<file path="src/rtl/mul_seq_pkg.sv">
// Shared definitions for the 32x32 multiply sequencer: op codes, FSM states,
// partial-product shift codes and the shift-into-accumulator helper.
package mul_seq_pkg;

  localparam logic [1:0] MUL_OP_LO  = 2'd0;
  localparam logic [1:0] MUL_OP_XUU = 2'd1;
  localparam logic [1:0] MUL_OP_XSS = 2'd2;
  localparam logic [1:0] MUL_OP_XSU = 2'd3;

  typedef enum logic [2:0] {
    IDLE  = 3'd0,
    ISSUE = 3'd1,
    DRAIN = 3'd2,
    CORR  = 3'd3,
    DONE  = 3'd4
  } state_t;

  localparam logic [1:0] SH_0  = 2'd0;
  localparam logic [1:0] SH_16 = 2'd1;
  localparam logic [1:0] SH_32 = 2'd2;

  function automatic logic [63:0] shift_prod(input logic [31:0] p, input logic [1:0] sh);
    case (sh)
      SH_16:   return {16'b0, p, 16'b0};
      SH_32:   return {p, 32'b0};
      default: return {32'b0, p};
    endcase
  endfunction

endpackage

</file>
<file path="src/rtl/mul_seq_ctrl_mul16_pipe.sv">
// 16x16 unsigned multiplier with MUL_LATENCY output register stages.
// aclr clears every stage asynchronously.
module mul16_pipe #(
  parameter int MUL_LATENCY = 1
) (
  input  logic        clk,
  input  logic        aclr,
  input  logic [15:0] a,
  input  logic [15:0] b,
  output logic [31:0] p
);

  logic [31:0] stage [MUL_LATENCY];

  // product enters stage 0, then ripples down the register chain
  always_ff @(posedge clk or posedge aclr) begin
    if (aclr) begin
      for (int i = 0; i < MUL_LATENCY; i++) stage[i] <= '0;
    end else begin
      stage[0] <= 32'(a) * 32'(b);
      for (int i = 1; i < MUL_LATENCY; i++) stage[i] <= stage[i-1];
    end
  end

  assign p = stage[MUL_LATENCY-1];

endmodule

</file>
<file path="src/rtl/mul_seq_ctrl.sv">
// 32x32 multiply sequencer built on one pipelined 16x16 unsigned multiplier.
// Optional build macro: MUL_SEQ_SHORT_LO_EN (skip a1*b1 for the low-word op).
//
//   state | meaning
//   IDLE  | ready for a request
//   ISSUE | feeding one partial product per cycle
//   DRAIN | waiting for the last products to leave the multiplier
//   CORR  | signed correction of the high word, result registered
//   DONE  | response held until consumed
module mul_seq_ctrl
  import mul_seq_pkg::*;
#(
  parameter int MUL_LATENCY = 1,
  parameter int OP_W        = 2
) (
  input  logic            clk,
  input  logic            reset_n,
  input  logic            req_valid,
  output logic            req_ready,
  input  logic [OP_W-1:0] req_op,
  input  logic [31:0]     req_src1,
  input  logic [31:0]     req_src2,
  input  logic            flush,
  output logic            resp_valid,
  input  logic            resp_ready,
  output logic [31:0]     resp_data
);

  // all tag stages except the output one; DRAIN may leave once these are empty
  localparam logic [MUL_LATENCY-1:0] EARLY_MASK = MUL_LATENCY'((1 << (MUL_LATENCY - 1)) - 1);

  state_t           state, state_nx;
  logic [OP_W-1:0]  op_q;
  logic [31:0]      a_q, b_q;
  logic [63:0]      acc;
  logic [1:0]       issue_cnt;
  logic             issue_en, last_issue, pend_early, aclr;
  logic [15:0]      mul_a, mul_b;
  logic [1:0]       issue_sh;
  logic [31:0]      prod, corr, hi_corr, result;
  logic [MUL_LATENCY-1:0] tag_v;
  logic [1:0]       tag_sh [MUL_LATENCY];

  assign aclr       = ~reset_n;
  assign pend_early = |(tag_v & EARLY_MASK);

`ifdef MUL_SEQ_SHORT_LO_EN
  assign last_issue = (issue_cnt == 2'd3) || ((op_q == OP_W'(MUL_OP_LO)) && (issue_cnt == 2'd2));
`else
  assign last_issue = (issue_cnt == 2'd3);
`endif

  // state register
  always_ff @(posedge clk or negedge reset_n) begin
    if (!reset_n) state <= IDLE;
    else          state <= state_nx;
  end

  // next-state logic; flush wins over everything outside IDLE
  always_comb begin
    state_nx = state;
    case (state)
      IDLE:    if (req_valid) state_nx = ISSUE;
      ISSUE:   if (flush) state_nx = IDLE; else if (last_issue) state_nx = DRAIN;
      DRAIN:   if (flush) state_nx = IDLE; else if (!pend_early) state_nx = CORR;
      CORR:    state_nx = flush ? IDLE : DONE;
      DONE:    if (flush || resp_ready) state_nx = IDLE;
      default: state_nx = IDLE;
    endcase
  end

  // state-decoded outputs
  always_comb begin
    req_ready  = (state == IDLE);
    resp_valid = (state == DONE);
    issue_en   = (state == ISSUE) && !flush;
  end

  // operand halves and shift tag for the current partial product
  always_comb begin
    case (issue_cnt)
      2'd0:    begin mul_a = a_q[15:0];  mul_b = b_q[15:0];  issue_sh = SH_0;  end
      2'd1:    begin mul_a = a_q[31:16]; mul_b = b_q[15:0];  issue_sh = SH_16; end
      2'd2:    begin mul_a = a_q[15:0];  mul_b = b_q[31:16]; issue_sh = SH_16; end
      default: begin mul_a = a_q[31:16]; mul_b = b_q[31:16]; issue_sh = SH_32; end
    endcase
  end

  // signed correction of the high word and result-word selection
  always_comb begin
    corr = '0;
    if (op_q == OP_W'(MUL_OP_XSS))
      corr = (a_q[31] ? b_q : 32'd0) + (b_q[31] ? a_q : 32'd0);
    else if (op_q == OP_W'(MUL_OP_XSU))
      corr = a_q[31] ? b_q : 32'd0;
    hi_corr = acc[63:32] - corr;
    result  = (op_q == OP_W'(MUL_OP_LO)) ? acc[31:0] : hi_corr;
  end

  mul16_pipe #(.MUL_LATENCY(MUL_LATENCY)) u_mul (
    .clk  (clk),
    .aclr (aclr),
    .a    (mul_a),
    .b    (mul_b),
    .p    (prod)
  );

  // shift tags travel alongside the multiplier stages; flush invalidates them
  always_ff @(posedge clk or negedge reset_n) begin
    if (!reset_n) begin
      tag_v <= '0;
      for (int i = 0; i < MUL_LATENCY; i++) tag_sh[i] <= SH_0;
    end else if (flush && (state != IDLE)) begin
      tag_v <= '0;
    end else begin
      tag_v[0]  <= issue_en;
      tag_sh[0] <= issue_sh;
      for (int i = 1; i < MUL_LATENCY; i++) begin
        tag_v[i]  <= tag_v[i-1];
        tag_sh[i] <= tag_sh[i-1];
      end
    end
  end

  // operand capture, issue counter, accumulation and result register
  always_ff @(posedge clk or negedge reset_n) begin
    if (!reset_n) begin
      op_q      <= '0;
      a_q       <= '0;
      b_q       <= '0;
      acc       <= '0;
      issue_cnt <= '0;
      resp_data <= '0;
    end else if ((state == IDLE) && req_valid) begin
      op_q      <= req_op;
      a_q       <= req_src1;
      b_q       <= req_src2;
      acc       <= '0;
      issue_cnt <= '0;
    end else begin
      if (issue_en) issue_cnt <= issue_cnt + 2'd1;
      if (tag_v[MUL_LATENCY-1]) begin
        acc <= acc + shift_prod(prod, tag_sh[MUL_LATENCY-1]);
      end else if ((state == CORR) && !flush) begin
        acc[63:32] <= hi_corr;
        resp_data  <= result;
      end
    end
  end

endmodule
</file>
<file path="config.mk">
export PLATFORM = sky130hd
export DESIGN_NAME = mul_seq_ctrl
export DESIGN_NICKNAME = d
export VERILOG_FILES = /design/src/rtl/mul_seq_pkg.sv /design/src/rtl/mul_seq_ctrl_mul16_pipe.sv /design/src/rtl/mul_seq_ctrl.sv
export SDC_FILE = /design/constraint.sdc
export NUM_CORES = 1
export LEC_CHECK = 0
export ABC_AREA = 1
export CORE_UTILIZATION = 48
export DETAILED_ROUTE_END_ITERATION = 6
export PLACE_DENSITY = 0.75
export SLEW_MARGIN = 0
export SYNTH_ARGS = -nofsm -noshare
export SYNTH_HDL_FRONTEND = slang
export SYNTH_HIERARCHICAL = 1
export SYNTH_SLANG_ARGS = --single-unit
</file>
<file path="constraint.sdc">
create_clock -name clk -period 11 [get_ports clk]
set_input_delay 2.2 -clock clk [delete_from_list [all_inputs] [get_ports clk]]
set_output_delay 2.2 -clock clk [all_outputs]
set_load 0.05 [all_outputs]
</file>
==> flow_summary.toml <==
[run_status]
status = "completed"

[grt]
grt_pass1_wl_um = 155000
initial_antenna_violation_count = 2
first_global_vias = 26300
grt_remaining_overflow = 0
grt_use_total = 0.341
grt_start_max_net_pins = 73

[timing]
max_freq_mhz = 153
slew_of_the_pin_with_the_lowest_slew_margin_ps = 1110
report.final.slew_viol_count = 0
final.period_utilization = 0.595
final.setup_skew_ps = 27.6
max_slew_margin = 0.253
timing.setup.tns_ps = 0
report.final.setup_viol = 0
rsz_0062_raised_after_global_routing = "false"
finalWorstPathRequiredPeriod_ps = 6540
hold_violations = 0

[worst_hold_path]
hold_path.startpoint = "resp_data[22]$_DFFE_PN0P_"
timing.hold.worst_path_depth = 2
holdCritPathClass = "flop to flop"

[setup_path]
timing.critical_path.fanout_max = 17
critical_path_required_ps = 11450
cp-end-kind = "flop"
setup.worst_path.class = "flop to flop"
reg2reg_depth = 25
arrival_time_at_the_worst_endpoint_ps = 7000
startpoint_class = "flop"
worstReg2RegStart = "issue_cnt[0]$_DFFE_PN0P_"
crit_path_start = "issue_cnt[0]$_DFFE_PN0P_"

[clocking]
clk_latency_ps = 590
total_cts_buffers = 26
cts.sink_count = 202
cts_tree = "done"
cts.repair.resized = 0
post_cts_hold_buffer_count = 0
htree_num_levels = 1
cts_setup_buffers = 0
clk_root_buffer_cell = "clkbuf_16"
buffer_depth_of_the_longest_clock_path = 3
cts.clk_slew.worst_paths_ps = 60

[final_layout]
final_common_cell = "nand2_1"
drive_above_1_share = 0.0343
area.growth.synth_to_final_pct = 8.99
layout_common_cells = "nand2_1 (1,466), inv_1 (872), nor2_1 (285), a21oi_1 (239), ha_1 (235)"
insertedDiodeCount = 0
final_net_count = 4857

[drt]
drt_first_iter_violations = 3024
final_antenna_net_count = 0
post_drt_wl_per_cell_um = 19.7
detailroute.via_count = 27900
detail_route.first_pass.iterations = 6
number_of_remaining_drc_errors = 0
drt-vias-per-instance = 5.42
routed_wl_um = 101000

[place]
place.port_buffers = 104
gp_congestion = 1.05
hpwl_detailed_um = 83400

[yosys]
syn_inst = 4342
synth_async_sr_flop_share = 1.00
number_of_synthesized_flops_with_an_enable_pin = 0
post_synthesis_instance_area_um2 = 27900
yosysUniqueCellTypes = 49
ys_warn_count = 6
syn-num-nets = 4845
most_instantiated_flip_flop_cell_in_the_synthesis_netlist = "dfrtp_1"
part_of_the_yosys_area_used_for_sequential_elements = 0.181
post_synth.cell_area_avg_um2 = 6.43
ys_ff_latch = 202

[floorplan]
core-area_um2 = 57600
placement_rows = 88
initial_utilization = 0.485
die-area_um2 = 59200
die_w_um = 243
io-pin-count = 105
die_height_um = 243

[run]
drv_cap = 0
[registers in the layout, summed over array words and instances (netlist names)]
signal	flops
acc	64
a_q	32
b_q	32
resp_data	32
u_mul/p	32
state	3
issue_cnt	2
op_q	2
tag_sh	2
tag_v	1
[cell type report]
cell class / count / area (µm²)
Sequential cell: 202 / 5050
Multi-Input combinational cell: 3125 / 19000
Inverter: 879 / 3300
Fill cell: 5907 / 27100
Clock inverter: 18 / 229
Tap cell: 765 / 957
Clock buffer: 30 / 707
Timing Repair Buffer: 120 / 1160
[stage by stage]
| stage | area, µm² | worst slack (ps) | hold WS (ps) | utilization | cells |
|---|---|---|---|---|---|
| 5_1_grt | 30400 | 4110 | 502 | 0.529 | 5139 |
| 3_5_place_dp | 29500 | 4530 | 467 | 0.512 | 5091 |
| 2_1_floorplan | 27900 | 4430 | 458 | - | 4342 |
| 4_1_cts | 30400 | 4450 | 483 | 0.529 | 5139 |
| 6_report | 30400 | 4460 | 481 | 0.529 | 5139 |
| 3_3_place_gp | 29500 | 4580 | 463 | 0.512 | 5091 |
[per-layer routing]
metal / global-route usage / share of wire / up-vias
met5: 0 / 0 / -
met2: 0.533 / 0.44 / 1298
met3: 0.0495 / 0.081 / 228
li1: - / - / 13400
met4: 0.178 / 0.062 / 0
met1: 0.456 / 0.42 / 13000
[logic make-up after synthesis]
| kind of cell | synth area share |
|---|---|
| and+or+nand+nor | 0.304 |
| buffers and inverters | 0.138 |
| AOI/OAI and AO/OA | 0.105 |
| adders and majority gates | 0.246 |
| DFF | 0.181 |
| xor gates and xnor gates | 0.0135 |
| muxes | 0.0121 |
[path summary, 6_finish.rpt]
check,slack (ps),to
max,4460,u_mul/p[31]$_DFF_PP0_
min,480,resp_data[22]$_DFFE_PN0P_
max reg2reg,4460,u_mul/p[31]$_DFF_PP0_
min reg2reg,480,resp_data[22]$_DFFE_PN0P_
max in group asynchronous,8100,a_q[7]$_DFFE_PN0P_
min in group asynchronous,1570,resp_data[21]$_DFFE_PN0P_
[cells in the mapped netlist, drive strengths merged, types with 5 or more instances]
cell type | number | area share
nor3 | 25 | 0.0045
o21a | 15 | 0.0040
or2 | 17 | 0.0038
buf | 24 | 0.0046
a31oi | 6 | 0.0019
a21o | 11 | 0.0030
a21oi | 239 | 0.043
a22oi | 11 | 0.0030
o21bai | 31 | 0.0083
dfrtp | 202 | 0.18
o21ai | 143 | 0.026
xnor2 | 14 | 0.0044
ha | 235 | 0.11
clkbuf | 112 | 0.015
o211ai | 18 | 0.0048
o22ai | 33 | 0.0074
nand4 | 26 | 0.0058
nor4 | 7 | 0.0016
nand2 | 1484 | 0.20
a32oi | 5 | 0.0016
nor2 | 297 | 0.042
inv | 876 | 0.12
mux2 | 30 | 0.012
fa | 197 | 0.14
and2 | 5 | 0.0011
nand3 | 231 | 0.042
xor2 | 29 | 0.0091
[critical path, cell delays in order (launching register included)]
cell     delay (ps)
dfrtp_1         370
inv_1            90
ha_1            220
nor2_1          180
buf_4           280
mux2_2          520
nand2_1         120
inv_1            60
fa_1            530
inv_1            60
fa_1            490
fa_1            510
inv_1            50
fa_1            470
fa_1            540
inv_1            50
fa_1            530
inv_1            40
ha_1            410
nand2_2         120
nor2_2          250
nand3_1         140
nand3_2         170
nand2_2          70
nand3_1          80
nand2_1          50
Power is left out: the tool's default activity adds up to more than one toggle a clock period on the data nets, which glitch-free logic cannot reach.
